[src/rtl/mc_control_fsm_pkg.sv]
// Shared types and encodings for the multi-cycle RV64 main controller.
package mc_ctrl_pkg;

  // Controller states; one instruction walks a subset of these.
  typedef enum logic [3:0] {
    ST_IDLE     = 4'd0,
    ST_FETCH    = 4'd1,
    ST_DECODE   = 4'd2,
    ST_MEM_ADDR = 4'd3,
    ST_MEM_RD   = 4'd4,
    ST_MEM_WB   = 4'd5,
    ST_MEM_WR   = 4'd6,
    ST_EXEC_R   = 4'd7,
    ST_EXEC_I   = 4'd8,
    ST_ALU_WB   = 4'd9,
    ST_BRANCH   = 4'd10,
    ST_TRAP     = 4'd11
  } state_e;

  // Major opcodes recognised by the decoder.
  localparam logic [6:0] OP_LOAD   = 7'b0000011;
  localparam logic [6:0] OP_STORE  = 7'b0100011;
  localparam logic [6:0] OP_RTYPE  = 7'b0110011;
  localparam logic [6:0] OP_ITYPE  = 7'b0010011;
  localparam logic [6:0] OP_BRANCH = 7'b1100011;

  // ALU operand-B select.
  localparam logic [1:0] ALUB_REG    = 2'b00;
  localparam logic [1:0] ALUB_FOUR   = 2'b01;
  localparam logic [1:0] ALUB_IMM    = 2'b10;
  localparam logic [1:0] ALUB_IMM_SH = 2'b11;

  // ALU operation class handed to the ALU control unit.
  localparam logic [1:0] ALUOP_ADD   = 2'b00;
  localparam logic [1:0] ALUOP_SUB   = 2'b01;
  localparam logic [1:0] ALUOP_FUNCT = 2'b10;

  // Trap causes.
  localparam logic [1:0] CAUSE_NONE    = 2'b00;
  localparam logic [1:0] CAUSE_ILLEGAL = 2'b01;
  localparam logic [1:0] CAUSE_TIMEOUT = 2'b10;

  // Moore part of the control word; fetch_ld is later qualified by mem_ready
  // to form ir_write and pc_write.
  typedef struct packed {
    logic       mem_read;
    logic       mem_write;
    logic       iord;
    logic       fetch_ld;
    logic       pc_write_cond;
    logic       pc_src;
    logic       alu_src_a;
    logic [1:0] alu_src_b;
    logic [1:0] alu_op;
    logic       reg_write;
    logic       mem_to_reg;
    logic       trap;
  } ctrl_out_t;

  // States that wait on the memory handshake and run the timeout counter.
  function automatic logic is_wait_state(input state_e s);
    return (s == ST_FETCH) || (s == ST_MEM_RD) || (s == ST_MEM_WR);
  endfunction

endpackage

[src/rtl/mc_control_fsm_if.sv]
// Controller <-> datapath/memory signal bundle.
interface mc_control_fsm_if #(
  parameter int RET_W = 32
);
  logic             run;
  logic [6:0]       opcode;
  logic             zero;
  logic             mem_ready;
  logic             mem_read;
  logic             mem_write;
  logic             iord;
  logic             ir_write;
  logic             pc_write;
  logic             pc_write_cond;
  logic             pc_src;
  logic             alu_src_a;
  logic [1:0]       alu_src_b;
  logic [1:0]       alu_op;
  logic             reg_write;
  logic             mem_to_reg;
  logic             trap;
  logic [1:0]       trap_cause;
  logic [RET_W-1:0] retired;

  modport master (
    input  run, opcode, zero, mem_ready,
    output mem_read, mem_write, iord, ir_write, pc_write, pc_write_cond,
           pc_src, alu_src_a, alu_src_b, alu_op, reg_write, mem_to_reg,
           trap, trap_cause, retired
  );

  modport slave (
    output run, opcode, zero, mem_ready,
    input  mem_read, mem_write, iord, ir_write, pc_write, pc_write_cond,
           pc_src, alu_src_a, alu_src_b, alu_op, reg_write, mem_to_reg,
           trap, trap_cause, retired
  );
endinterface

[src/rtl/mc_control_fsm_mem_wait_timer.sv]
// Saturating wait counter for memory handshakes; flags when the limit is hit.
module mem_wait_timer #(
  parameter int MEM_TIMEOUT = 16
) (
  input  logic clk,
  input  logic rst_n,
  input  logic i_clear,
  input  logic i_enable,
  output logic o_timeout
);
  localparam int CNT_W = $clog2(MEM_TIMEOUT + 1);

  logic [CNT_W-1:0] r_count;
  logic             w_at_limit;

  assign w_at_limit = (r_count == CNT_W'(MEM_TIMEOUT));
  assign o_timeout  = w_at_limit;

  // Count idle handshake cycles, clearing on state entry and holding at the limit.
  always_ff @(posedge clk or negedge rst_n) begin
    if (!rst_n) begin
      r_count <= '0;
    end else if (i_clear) begin
      r_count <= '0;
    end else if (i_enable && !w_at_limit) begin
      r_count <= r_count + CNT_W'(1);
    end else begin
      r_count <= r_count;
    end
  end
endmodule

[src/rtl/mc_control_fsm.sv]
// Multi-cycle main controller: sequences fetch/decode/execute/memory/writeback.
module mc_control_fsm
  import mc_ctrl_pkg::*;
#(
  parameter int MEM_TIMEOUT = 16,
  parameter int RET_W       = 32
) (
  input logic               clk,
  input logic               rst_n,
  mc_control_fsm_if.master  bus
);
  state_e           r_state;
  state_e           w_state_nxt;
  ctrl_out_t        r_out;
  logic [1:0]       r_trap_cause;
  logic [1:0]       w_cause_nxt;
  logic [RET_W-1:0] r_retired;
  logic             w_in_wait;
  logic             w_timeout;
  logic             w_timeout_hit;
  logic             w_instr_end;
  logic             w_timer_clr;
  logic             w_timer_en;

  // Control word for a state; the registered copy always matches r_state.
  function automatic ctrl_out_t decode_state(input state_e s);
    ctrl_out_t o;
    o = '0;
    case (s)
      ST_FETCH: begin
        o.mem_read  = 1'b1;
        o.fetch_ld  = 1'b1;
        o.alu_src_b = ALUB_FOUR;
        o.alu_op    = ALUOP_ADD;
      end
      ST_DECODE: begin
        o.alu_src_b = ALUB_IMM_SH;
        o.alu_op    = ALUOP_ADD;
      end
      ST_MEM_ADDR: begin
        o.alu_src_a = 1'b1;
        o.alu_src_b = ALUB_IMM;
        o.alu_op    = ALUOP_ADD;
      end
      ST_MEM_RD: begin
        o.mem_read = 1'b1;
        o.iord     = 1'b1;
      end
      ST_MEM_WB: begin
        o.reg_write  = 1'b1;
        o.mem_to_reg = 1'b1;
      end
      ST_MEM_WR: begin
        o.mem_write = 1'b1;
        o.iord      = 1'b1;
      end
      ST_EXEC_R: begin
        o.alu_src_a = 1'b1;
        o.alu_src_b = ALUB_REG;
        o.alu_op    = ALUOP_FUNCT;
      end
      ST_EXEC_I: begin
        o.alu_src_a = 1'b1;
        o.alu_src_b = ALUB_IMM;
        o.alu_op    = ALUOP_FUNCT;
      end
      ST_ALU_WB: begin
        o.reg_write = 1'b1;
      end
      ST_BRANCH: begin
        o.alu_src_a     = 1'b1;
        o.alu_src_b     = ALUB_REG;
        o.alu_op        = ALUOP_SUB;
        o.pc_write_cond = 1'b1;
        o.pc_src        = 1'b1;
      end
      ST_TRAP: begin
        o.trap = 1'b1;
      end
      default: begin
        o = '0;
      end
    endcase
    return o;
  endfunction

  assign w_in_wait     = is_wait_state(r_state);
  assign w_timeout_hit = w_in_wait && w_timeout && !bus.mem_ready;
  assign w_instr_end   = (r_state == ST_MEM_WB) || (r_state == ST_ALU_WB) ||
                         (r_state == ST_BRANCH) ||
                         ((r_state == ST_MEM_WR) && bus.mem_ready);
  assign w_timer_clr   = (w_state_nxt != r_state);
  assign w_timer_en    = w_in_wait && !bus.mem_ready;

  mem_wait_timer #(
    .MEM_TIMEOUT (MEM_TIMEOUT)
  ) u_timer (
    .clk       (clk),
    .rst_n     (rst_n),
    .i_clear   (w_timer_clr),
    .i_enable  (w_timer_en),
    .o_timeout (w_timeout)
  );

  // Next-state and trap-cause selection.
  always_comb begin
    w_state_nxt = r_state;
    w_cause_nxt = r_trap_cause;
    case (r_state)
      ST_IDLE: begin
        if (bus.run) w_state_nxt = ST_FETCH;
        else         w_state_nxt = ST_IDLE;
      end
      ST_FETCH: begin
        if (bus.mem_ready) begin
          w_state_nxt = ST_DECODE;
        end else if (w_timeout_hit) begin
          w_state_nxt = ST_TRAP;
          w_cause_nxt = CAUSE_TIMEOUT;
        end else begin
          w_state_nxt = ST_FETCH;
        end
      end
      ST_DECODE: begin
        case (bus.opcode)
          OP_LOAD, OP_STORE: w_state_nxt = ST_MEM_ADDR;
          OP_RTYPE:          w_state_nxt = ST_EXEC_R;
          OP_ITYPE:          w_state_nxt = ST_EXEC_I;
          OP_BRANCH:         w_state_nxt = ST_BRANCH;
          default: begin
            w_state_nxt = ST_TRAP;
            w_cause_nxt = CAUSE_ILLEGAL;
          end
        endcase
      end
      ST_MEM_ADDR: begin
        if (bus.opcode == OP_LOAD) w_state_nxt = ST_MEM_RD;
        else                       w_state_nxt = ST_MEM_WR;
      end
      ST_MEM_RD: begin
        if (bus.mem_ready) begin
          w_state_nxt = ST_MEM_WB;
        end else if (w_timeout_hit) begin
          w_state_nxt = ST_TRAP;
          w_cause_nxt = CAUSE_TIMEOUT;
        end else begin
          w_state_nxt = ST_MEM_RD;
        end
      end
      ST_MEM_WR: begin
        if (bus.mem_ready) begin
          w_state_nxt = bus.run ? ST_FETCH : ST_IDLE;
        end else if (w_timeout_hit) begin
          w_state_nxt = ST_TRAP;
          w_cause_nxt = CAUSE_TIMEOUT;
        end else begin
          w_state_nxt = ST_MEM_WR;
        end
      end
      ST_MEM_WB, ST_ALU_WB, ST_BRANCH: begin
        w_state_nxt = bus.run ? ST_FETCH : ST_IDLE;
      end
      ST_EXEC_R, ST_EXEC_I: begin
        w_state_nxt = ST_ALU_WB;
      end
      ST_TRAP: begin
        w_state_nxt = ST_TRAP;
      end
      default: begin
        w_state_nxt = ST_IDLE;
      end
    endcase
  end

  // State, registered control word, trap cause and retire counter.
  always_ff @(posedge clk or negedge rst_n) begin
    if (!rst_n) begin
      r_state      <= ST_IDLE;
      r_out        <= '0;
      r_trap_cause <= CAUSE_NONE;
      r_retired    <= '0;
    end else begin
      r_state      <= w_state_nxt;
      r_out        <= decode_state(w_state_nxt);
      r_trap_cause <= w_cause_nxt;
      if (w_instr_end) r_retired <= r_retired + RET_W'(1);
      else             r_retired <= r_retired;
    end
  end

  // Strobes drop in the cycle a wait times out; fetch loads need mem_ready.
  assign bus.mem_read      = r_out.mem_read & ~w_timeout_hit;
  assign bus.mem_write     = r_out.mem_write & ~w_timeout_hit;
  assign bus.iord          = r_out.iord;
  assign bus.ir_write      = r_out.fetch_ld & bus.mem_ready;
  assign bus.pc_write      = r_out.fetch_ld & bus.mem_ready;
  assign bus.pc_write_cond = r_out.pc_write_cond;
  assign bus.pc_src        = r_out.pc_src;
  assign bus.alu_src_a     = r_out.alu_src_a;
  assign bus.alu_src_b     = r_out.alu_src_b;
  assign bus.alu_op        = r_out.alu_op;
  assign bus.reg_write     = r_out.reg_write;
  assign bus.mem_to_reg    = r_out.mem_to_reg;
  assign bus.trap          = r_out.trap;
  assign bus.trap_cause    = r_trap_cause;
  assign bus.retired       = r_retired;
endmodule

[src/flat_wrapper.sv]
// flat-port wrapper written by rule: the top's interface ports become plain ports
module mc_control_fsm_flat import mc_ctrl_pkg::*;
#(
  parameter int MEM_TIMEOUT = 16,
  parameter int RET_W       = 32
)
  (clk, rst_n, bus_run, bus_opcode, bus_zero, bus_mem_ready, bus_mem_read, bus_mem_write, bus_iord, bus_ir_write, bus_pc_write, bus_pc_write_cond, bus_pc_src, bus_alu_src_a, bus_alu_src_b, bus_alu_op, bus_reg_write, bus_mem_to_reg, bus_trap, bus_trap_cause, bus_retired);
  mc_control_fsm_if #(.RET_W(RET_W)) bus_i ();
  input logic clk;
  input logic rst_n;
  input wire logic [$bits(bus_i.run)-1:0] bus_run;
  input wire logic [$bits(bus_i.opcode)-1:0] bus_opcode;
  input wire logic [$bits(bus_i.zero)-1:0] bus_zero;
  input wire logic [$bits(bus_i.mem_ready)-1:0] bus_mem_ready;
  output wire logic [$bits(bus_i.mem_read)-1:0] bus_mem_read;
  output wire logic [$bits(bus_i.mem_write)-1:0] bus_mem_write;
  output wire logic [$bits(bus_i.iord)-1:0] bus_iord;
  output wire logic [$bits(bus_i.ir_write)-1:0] bus_ir_write;
  output wire logic [$bits(bus_i.pc_write)-1:0] bus_pc_write;
  output wire logic [$bits(bus_i.pc_write_cond)-1:0] bus_pc_write_cond;
  output wire logic [$bits(bus_i.pc_src)-1:0] bus_pc_src;
  output wire logic [$bits(bus_i.alu_src_a)-1:0] bus_alu_src_a;
  output wire logic [$bits(bus_i.alu_src_b)-1:0] bus_alu_src_b;
  output wire logic [$bits(bus_i.alu_op)-1:0] bus_alu_op;
  output wire logic [$bits(bus_i.reg_write)-1:0] bus_reg_write;
  output wire logic [$bits(bus_i.mem_to_reg)-1:0] bus_mem_to_reg;
  output wire logic [$bits(bus_i.trap)-1:0] bus_trap;
  output wire logic [$bits(bus_i.trap_cause)-1:0] bus_trap_cause;
  output wire logic [$bits(bus_i.retired)-1:0] bus_retired;
  assign bus_i.run = bus_run;
  assign bus_i.opcode = bus_opcode;
  assign bus_i.zero = bus_zero;
  assign bus_i.mem_ready = bus_mem_ready;
  assign bus_mem_read = bus_i.mem_read;
  assign bus_mem_write = bus_i.mem_write;
  assign bus_iord = bus_i.iord;
  assign bus_ir_write = bus_i.ir_write;
  assign bus_pc_write = bus_i.pc_write;
  assign bus_pc_write_cond = bus_i.pc_write_cond;
  assign bus_pc_src = bus_i.pc_src;
  assign bus_alu_src_a = bus_i.alu_src_a;
  assign bus_alu_src_b = bus_i.alu_src_b;
  assign bus_alu_op = bus_i.alu_op;
  assign bus_reg_write = bus_i.reg_write;
  assign bus_mem_to_reg = bus_i.mem_to_reg;
  assign bus_trap = bus_i.trap;
  assign bus_trap_cause = bus_i.trap_cause;
  assign bus_retired = bus_i.retired;
  mc_control_fsm #(.MEM_TIMEOUT(MEM_TIMEOUT), .RET_W(RET_W)) u_core (.clk(clk), .rst_n(rst_n), .bus(bus_i));
endmodule
[config.mk]
export PLATFORM = sky130hd
export DESIGN_NAME = mc_control_fsm_flat
export DESIGN_NICKNAME = d
export VERILOG_FILES = /design/src/rtl/mc_control_fsm_pkg.sv /design/src/rtl/mc_control_fsm_if.sv /design/src/rtl/mc_control_fsm_mem_wait_timer.sv /design/src/rtl/mc_control_fsm.sv /design/src/flat_wrapper.sv
export SDC_FILE = /design/constraint.sdc
export NUM_CORES = 1
export LEC_CHECK = 0
export BUFFER_PORTS_ARGS = -buffer_cell sky130_fd_sc_hd__buf_2
export CAP_MARGIN = 15
export CORE_MARGIN = 1.5
export CORE_UTILIZATION = 30
export DETAILED_ROUTE_END_ITERATION = 12
export PLACE_DENSITY = 0.56
export SYNTH_ARGS = -nofsm -noshare
export SYNTH_HDL_FRONTEND = slang
export SYNTH_SLANG_ARGS = --single-unit
[constraint.sdc]
create_clock -name clk -period 4 [get_ports clk]
set_input_delay 0.8 -clock clk [delete_from_list [all_inputs] [get_ports clk]]
set_output_delay 0.8 -clock clk [all_outputs]
set_load 0.02 [all_outputs]
==> results of run 1 <==
[Yosys cell counts (all sizes together) (3+ instances only)]
library cell	n
mux2i	3
nand3	6
nor4b	3
xor2	20
a211oi	9
nor3	15
nand2	19
and2	3
nor2	16
o21ai	10
dfrtp	56
and4	3
nand2b	5
nand3b	3
buf	17
nand4bb	3
and3	5
clkbuf	3
inv	18
ha	3
nor3b	3
xnor2	16
nand4	8
nor4	10
[final cells by class]
type / count / area, um^2
Multi-Input combinational cell: 203 / 1459
Clock inverter: 2 / 38.79
Clock buffer: 6 / 72.57
Tap cell: 133 / 166.4
Fill cell: 1037 / 6266
Timing Repair Buffer: 66 / 347.8
Inverter: 18 / 67.56
Sequential cell: 56 / 1401
[layer usage]
layer  global-route usage  wire [um]  vias up
met5                    0          0        -
met4              0.03571         70        0
met3              0.03084        409        8
met2               0.2052       3040       72
met1               0.1782       3219     1142
li1                     -          -     1163
[where the power goes]
part	internal (W)	switching, W	total, W
Sequential	0.000663	0.0000749	0.000737
Clock	0.000189	0.000182	0.000371
Combinational	0.000338	0.000587	0.000925
Total	0.00119	0.000844	0.00203
[cells by family (layout without fill, tap and decap cells)]
family,Yosys count,in the layout,synth area share
and+or+nand+nor,115,115,0.2252
DFF,56,56,0.4601
AOI/OAI and AO/OA,45,45,0.1245
buffers and inverters,38,92,0.06080
xor gates and xnor gates,36,36,0.1035
muxes,4,4,0.01356
adders and majority gates,3,3,0.01233
[final timing paths]
| path | endpoint | cells after the start |
|---|---|---|
| worst max-delay path | bus_mem_read | 6 |
| worst min-delay path | u_core.bus.retired[31]$_DFFE_PN0P_ | 1 |
| worst max register to register | u_core.u_timer.r_count[1]$_DFFE_PN0P_ | 5 |
| worst min register to register | u_core.bus.retired[31]$_DFFE_PN0P_ | 1 |
| max in group asynchronous | u_core.bus.retired[1]$_DFFE_PN0P_ | 2 |
| min in group asynchronous | u_core.r_state[3]$_DFF_PN0_ | 1 |
[stage by stage]
stage	instance area [um^2]	setup WS, ns	util
finish	3553	0.8991	0.3619
CTS	3553	0.8775	0.3619
detailed placement	3442	1.183	0.3505
global placement	3442	1.258	0.3505
floorplan	3045	1.571	-
global route	3553	0.7887	0.3619
[worst max-delay path, stage by stage, from the launching register on]
cell	delay (ns)
dfrtp_1	0.38
buf_4	0.19
or3b_1	0.40
a211oi_2	0.45
nand2_1	0.19
and2_1	0.22
buf_2	0.15
==> out/qor.yml, run 1 <==
run_status:
  status: "finished clean"
setup_path:
  worst-setup-path-type: "flip-flop to output pin"
  worstReg2RegStart: "u_core.r_state[3]$_DFF_PN0_"
  endpoint_kind: "output pin"
  cp.arrival_ns: 2.30
  r2r_slack_ns: 1.55
  critPathMaxFanout: 20
  cp-startpoint: "u_core.r_state[2]$_DFF_PN0_"
  critPathLaunchType: "flip-flop"
  critPathRequiredTime_ns: 3.20
floorplan:
  fp.dieH_um: 103.8
  die_w_um: 103.8
  io_pins: 61
  dieArea_mm2: 0.01077
  rows: 36
  start_util: 0.3101
  core_mm2: 0.009819
layout:
  final_common_cell: "buf_2"
  syn_to_final_growth_pct: 16.68
  stdcell_count: 484
  nets: 365
  largest_reg_flops: 32
  drive_gt1_frac: 0.2507
  final_cell_mix: "buf_2 (59), dfrtp_1 (56), xor2_1 (20)"
  antennaDiodeCount: 0
hold_path:
  min_from: "u_core.bus.retired[31]$_DFFE_PN0P_"
  hold_path_class: "flip-flop to flip-flop"
synthesis:
  syn_area_mm2: 0.003045
  synth_ff_type: "dfrtp_1"
  synth_seq_cells: 56
  synth_cell_types: 62
  seq_area_frac_synth: 0.4601
  syn_area_per_cell_um2: 10.25
  synth_fp_nets: 312
  syn_inst: 297
  async_flop_share: 1.000
  synth.area.top_cells: "dfrtp_1 (46%), xor2_1 (5.8%), xnor2_1 (4.6%), nand2_1 (2.3%), nor3_1 (2.3%)"
  synth_warnings: 0
  synth.top_cell.area_share: 0.4601
  synth_edf_count: 0
  yosysTopAreaCell: "dfrtp_1"
clocking:
  htree_levels: 2
  cts-buffers-inserted: 5
  clkTransAtPathRegs_ns: 0.10
  cts_resized: 0
  cts_hold_buf: 0
  cts_root_buf: "clkbuf_8"
  cts_tree: "built"
  clock_latency_ns: 0.31
  post_cts_buffers: 0
  clock_sinks: 56
  clockBufferDepth: 2
sta:
  setup_viol: 0
  hold_violations: 0
  relSlewSlack: 0.4822
  fin_hold_ws_ns: 0.4679
  max_freq_ghz: 0.3225
  tns_ns: 0
  slew_viol_final: 0
  rsz0062_at_grt: "no"
  skew_ns: 0.01299
  finalCritPeriodShare: 0.7752
  layout_min_cycle_time_ns: 3.101
  tightest_slew_ns: 0.7744
global_route:
  grt_pass1_wl_mm: 11.57
  grt_pass1_vias: 2345
  grtUsageTotal: 0.1299
  antenna_found_initial: 0
  grt_max_degree: 28
  overflow: 0
routing:
  drtIter0Drc: 97
  vias_per_cell: 4.928
  antenna_left: 0
  first_pass_iters: 4
  drc_errors: 0
  vias: 2385
  avgRoutedWirePerCell_um: 13.93
  routed_wl_mm: 6.740
job:
  max_cap_viol_count: 0
placed_design:
  globalplace.congestion: 0.7476
  dp_hpwl_mm: 4.856
  dp.cells: 476
  port_buffers: 59
power_and_ir_drop:
  power.total_w: 0.002034
  cellPowerDensity_mw_per_mm2: 572.4
  peakVddDrop_mv: 0.2721
  p_leak_nw: 1.721
Power figures use the tool's default switching activity.
==> inputs of run 2 (changes only) <==
ABC_AREA = 1   (was default)
PLACE_DENSITY = 0.57   (was 0.56)
clock period = 2.5 ns   (was 4 ns; I/O delays follow)
==> run 2 against run 1 <==
Cell count up 27%. Sequential power up 23%. Total power down 26%. Cell area up 6.7%. Via count up 17%. Core utilization about the same. Clock-buffer cell count unchanged. Register-to-register slack worse by 1.2 ns. Global-route usage up 0.56 points.
==> out/qor.yml, run 2 <==
layout:
  final_common_cell: "nand2_1"
  fillerInstances: 1163
  syn_to_final_growth_pct: 15.83
  nets: 493
  final_cell_mix: "nand2_1 (93), inv_1 (60), buf_2 (59)"
  drive_gt1_frac: 0.2192
  multi_input_area_mm2: 0.001574
  seqCellArea_mm2: 0.001403
  antennaDiodeCount: 0
  stdcell_count: 615
  largest_reg_flops: 32
power_and_ir_drop:
  p_leak_nw: 2.018
  peakVddDrop_mv: 0.1966
  cellPowerDensity_mw_per_mm2: 395.8
  power.total_w: 0.001500
floorplan:
  rows: 37
  start_util: 0.3127
  io_pins: 61
  fp.dieH_um: 107.4
  dieArea_mm2: 0.01154
  die_w_um: 107.4
  core_mm2: 0.01046
synthesis:
  synth.most_common_cell: "nand2_1"
  synth.area.top_cells: "dfrtp_1 (43%), nand2_1 (11%), inv_1 (6.9%), xor2_1 (6.2%), nor2_1 (6.0%)"
  yosysTopAreaCell: "dfrtp_1"
  synth_cell_types: 29
  syn_inst: 420
  synth_seq_cells: 56
  synth_warnings: 0
  syn_area_mm2: 0.003272
  synth_edf_count: 0
  async_flop_share: 1.000
  syn_area_per_cell_um2: 7.790
  synth_ff_type: "dfrtp_1"
  seq_area_frac_synth: 0.4283
  synth_fp_nets: 435
  synth_common_cells: "nand2_1 (93), inv_1 (60), dfrtp_1 (56)"
  synth.top_cell.area_share: 0.4283
sta:
  finalCritPeriodShare: 0.8970
  skew_ns: 0.009155
  layout_min_cycle_time_ns: 2.242
  rsz0062_at_grt: "no"
  max_freq_ghz: 0.4459
  tightest_slew_ns: 0.6991
  setup_viol: 0
  relSlewSlack: 0.5339
  hold_violations: 0
  slew_viol_final: 0
  tns_ns: 0
global_route:
  overflow: 0
  grt_max_degree: 57
  grtUsageTotal: 0.1354
  grt_pass1_vias: 2715
  grt_pass1_wl_mm: 12.41
  antenna_found_initial: 0
placed_design:
  globalplace.congestion: 0.8085
  dp_hpwl_mm: 5.794
  port_buffers: 59
  dp.cells: 607
clocking:
  clock_latency_ns: 0.32
  post_cts_buffers: 0
  clockBufferDepth: 2
  clock_sinks: 56
  cts_tree: "built"
  cts_root_buf: "clkbuf_8"
  htree_levels: 2
  cts-buffers-inserted: 5
  clkTransAtPathRegs_ns: 0.11
routing:
  vias: 2796
  drc_errors: 0
  first_pass_iters: 4
  avgRoutedWirePerCell_um: 12.16
  drtIter0Drc: 111
  vias_per_cell: 4.546
  routed_wl_mm: 7.477
  antenna_left: 0
setup_path:
  endpoint_kind: "output pin"
  cp.arrival_ns: 1.74
  critPathLaunchType: "flip-flop"
  critPathRequiredTime_ns: 2.00
  worst-setup-path-type: "flip-flop to output pin"
  critPathMaxFanout: 8
run_status:
  status: "finished clean"
hold_path:
  hold_path_class: "input port to asynchronous set/reset pin"
job:
  max_cap_viol_count: 0
-- run 2: metrics by stage --
| stage | cell area, um^2 | utilization | setup slack, ns | hold WS (ns) |
|---|---|---|---|---|
| after floorplan | 3272 | - | 0.8048 | 0.2044 |
| after global placement | 3680 | 0.3517 | 0.4992 | 0.4812 |
| after detailed placement | 3680 | 0.3517 | 0.4305 | 0.4844 |
| after CTS | 3776 | 0.3609 | 0.1235 | 0.3290 |
| after global routing | 3790 | 0.3622 | 0.02898 | 0.3783 |
| final | 3790 | 0.3622 | 0.2576 | 0.2989 |
-- run 2: repair_timing --
item | 4_1_cts | 5_1_grt
hold buffers | 0 | 0
setup endpoints to repair | 0 | 2
gates resized for setup | 0 | 5
-- run 2: worst paths after layout --
kind | cells after the start | from | slack, ns | endpoint
setup reg to reg | 10 | u_core.r_state[3]$_DFF_PN0_ | 0.38 | u_core.bus.retired[22]$_DFFE_PN0P_
hold / removal | 2 | rst_n | 0.30 | u_core.bus.retired[31]$_DFFE_PN0P_
setup / recovery | 9 | u_core.r_state[3]$_DFF_PN0_ | 0.26 | bus_mem_read
hold reg to reg | 1 | u_core.bus.retired[28]$_DFFE_PN0P_ | 0.49 | u_core.bus.retired[28]$_DFFE_PN0P_
min in group clk | 1 | u_core.bus.retired[28]$_DFFE_PN0P_ | 0.49 | u_core.bus.retired[28]$_DFFE_PN0P_
max in group asynchronous | 2 | rst_n | 1.71 | u_core.r_state[0]$_DFF_PN0_
-- run 2: logic make-up (layout without fill, tap and decap cells) --
| kind of cell | Yosys count | after routing | synth area share |
|---|---|---|---|
| AO/OA/AOI/OAI | 26 | 26 | 0.04321 |
| XOR/XNOR | 33 | 33 | 0.08833 |
| adder cells (fa/ha/maj) | 3 | 3 | 0.01147 |
| buffers and inverters | 74 | 133 | 0.09446 |
| flip-flops | 56 | 56 | 0.4283 |
| AND/OR/NAND/NOR | 228 | 228 | 0.3342 |
-- run 2: area by class of cell --
type                    instances  area share
clock buffers                   6     0.02179
clock inverters                 2    0.003632
inverters                      65     0.06438
multi-input cells             290      0.4153
flip-flops and latches         56      0.3701
well taps                     136     0.04490
repair buffers                 60     0.07989
-- run 2: report_power, final --
part / switching [W] / leakage, nW / internal (W)
registers: 0 / 0.741 / 0.000905
logic: 0.0000300 / 1.23 / 0.00000995
clock network: 0.000327 / 0.0516 / 0.000228
total: 0.000357 / 2.02 / 0.00114
-- run 2: metal layers --
metal / routed length, um / up-vias / global-route usage
li1: - / 1429 / -
met1: 3690 / 1317 / 0.1837
met2: 3413 / 46 / 0.2175
met3: 297 / 4 / 0.02785
met4: 76 / 0 / 0.04041
met5: 0 / - / 0
-- run 2: critical path, cell delays in order, from the launching register on --
cell and delay [ns]:
dfrtp_1 0.49, inv_1 0.13, nand2_2 0.09, o21ai_2 0.19, nand2_1 0.11, nor2_2 0.11
inv_1 0.06, nand2_1 0.07, inv_1 0.04, buf_2 0.15
==> inputs of run 3 (changes only) <==
CORE_UTILIZATION = 45   (was 30)
PLACE_DENSITY = 0.76   (was 0.57)
==> run 3 against run 2 <==
Clock skew down 0.0024 ns. Hold slack worse by 0.12 ns. Critical path type unchanged. Sequential share of layout area is 0.37 points higher. Worst setup slack worse by 0.041 ns. Core utilization increased by 18 points. Clock-buffer cell count did not move. Die area decreased by 32%. Combinational power is 7.5% higher. Global-route usage up 5.9 points.
==> out/qor.yml, run 3 (synthesized netlist as in run 2, its figures left out) <==
run_status:
  status: "finished clean"
setup_path:
  critPathMaxFanout: 4
  critPathLaunchType: "flip-flop"
  worst-setup-path-type: "flip-flop to output pin"
  cp.arrival_ns: 1.78
  critPathRequiredTime_ns: 2.00
  endpoint_kind: "output pin"
routing:
  routed_wl_mm: 7.130
  drc_errors: 0
  vias: 2854
  antenna_left: 0
  drtIter0Drc: 147
  first_pass_iters: 4
  avgRoutedWirePerCell_um: 12.38
  vias_per_cell: 4.955
layout:
  syn_to_final_growth_pct: 14.57
  fin_util: 0.5428
  nets: 494
  final_common_cell: "nand2_1"
  largest_reg_flops: 32
  multi_input_area_mm2: 0.001564
  seqCellArea_mm2: 0.001401
  final_cell_mix: "nand2_1 (93), inv_1 (60), buf_2 (59)"
  fillerInstances: 687
  stdcell_count: 576
  drive_gt1_frac: 0.2146
  antennaDiodeCount: 0
sta:
  tns_ns: 0
  relSlewSlack: 0.5833
  rsz0062_at_grt: "no"
  skew_ns: 0.006796
  setup_viol: 0
  finalCritPeriodShare: 0.9134
  tightest_slew_ns: 0.6250
  layout_min_cycle_time_ns: 2.284
  max_freq_ghz: 0.4379
  hold_violations: 0
  setup_slack_ns: 0.2164
  slew_viol_final: 0
power_and_ir_drop:
  cellPowerDensity_mw_per_mm2: 398.6
  p_int_w: 0.001145
  peakVddDrop_mv: 0.2018
  p_comb_frac: 0.029
  power_switching_w: 0.0003491
  pwr-share-clk: 0.365
  netSwitchingFraction: 0.2337
  power.total_w: 0.001494
  sequentialPowerShare: 0.606
  p_leak_nw: 2.029
global_route:
  grtUsageTotal: 0.1947
  overflow: 0
  antenna_found_initial: 0
  grt_max_degree: 32
  grt_pass1_wl_mm: 11.81
  grt_pass1_vias: 2583
job:
  max_cap_viol_count: 0
hold_path:
  hold_path_class: "input port to asynchronous set/reset pin"
clocking:
  cts_tree: "built"
  htree_levels: 2
  cts_root_buf: "clkbuf_8"
  clock_sinks: 56
  clock_latency_ns: 0.32
  cts-buffers-inserted: 5
  clkTransAtPathRegs_ns: 0.11
  cts_hold_buf: 0
  clockBufferDepth: 2
placed_design:
  port_buffers: 59
  dp.cells: 568
  dp_hpwl_mm: 5.487
  globalplace.congestion: 0.8924
  place_ws_ns: 0.5034
floorplan:
  die_w_um: 88.27
  rows: 30
  fp.dieH_um: 88.27
  core_mm2: 0.006907
  io_pins: 61
  dieArea_mm2: 0.007792
  start_util: 0.4737
[run 3: cell count changes in the layout (fill, tap and decap cells not counted), sizes merged]
cell	previous run	this run
buf	60	61
[run 3: power by group through the flow]
| stage | clock (W) | combinational (W) | sequential [W] |
|---|---|---|---|
| 2_1_floorplan | 0 | 0.00000924 | 0.000923 |
| 3_3_place_gp | 0 | 0.0000429 | 0.000923 |
| 3_5_place_dp | 0 | 0.0000447 | 0.000923 |
| 4_1_cts | 0.000563 | 0.0000446 | 0.000905 |
| 5_1_grt | 0.000599 | 0.0000500 | 0.000905 |
| 6_report | 0.000546 | 0.0000430 | 0.000905 |
[run 3: final timing paths]
kind | from | to | slack (ns) | cells after the start
worst min register to register | u_core.bus.retired[28]$_DFFE_PN0P_ | u_core.bus.retired[28]$_DFFE_PN0P_ | 0.50 | 1
max in group asynchronous | rst_n | u_core.bus.retired[14]$_DFFE_PN0P_ | 1.73 | 2
worst max-delay path | u_core.u_timer.r_count[0]$_DFFE_PN0P_ | bus_mem_write | 0.22 | 10
worst min-delay path | rst_n | u_core.bus.trap_cause[1]$_DFFE_PN0P_ | 0.18 | 1
min in group clk | u_core.bus.retired[28]$_DFFE_PN0P_ | u_core.bus.retired[28]$_DFFE_PN0P_ | 0.50 | 1
worst max register to register | u_core.u_timer.r_count[0]$_DFFE_PN0P_ | u_core.bus.alu_src_b[0]$_DFF_PN0_ | 0.51 | 10
[run 3: repair_timing]
item | CTS | global route
endpoints found under the hold margin | 0 | 0
setup buffers | 0 | 0
resized for setup | 0 | 1
endpoints found under the setup margin | 0 | 1
[run 3: final cells by class]
class / instances / share of cell area
multi-input cells: 290 / 0.4172
inverters: 65 / 0.06509
repair buffers: 61 / 0.08611
clock inverters: 2 / 0.003672
well taps: 96 / 0.03204
flip-flops and latches: 56 / 0.3738
clock buffers: 6 / 0.02203
[run 3: stage by stage]
step	hold slack, ns	cell area [um^2]
2_1_floorplan	0.2044	3272
3_3_place_gp	0.4776	3650
3_5_place_dp	0.4895	3650
4_1_cts	0.2014	3746
5_1_grt	0.2250	3749
6_report	0.1822	3749
[run 3: critical path, stage by stage, from the launching register on]
cell and delay [ns]:
dfrtp_1 0.43, inv_1 0.08, ha_1 0.16, nand2_1 0.08, nor2_2 0.19, nand2_1 0.12
nor2_1 0.10, inv_1 0.06, nand2_1 0.06, inv_1 0.04, buf_2 0.15
[run 3: routing by layer]
metal / routed length, um / vias to the layer above / GRT usage
li1: - / 1430 / -
met1: 3466 / 1333 / 0.2788
met2: 3159 / 79 / 0.2991
met3: 387 / 12 / 0.03265
met4: 118 / 0 / 0.06960
met5: 0 / - / 0
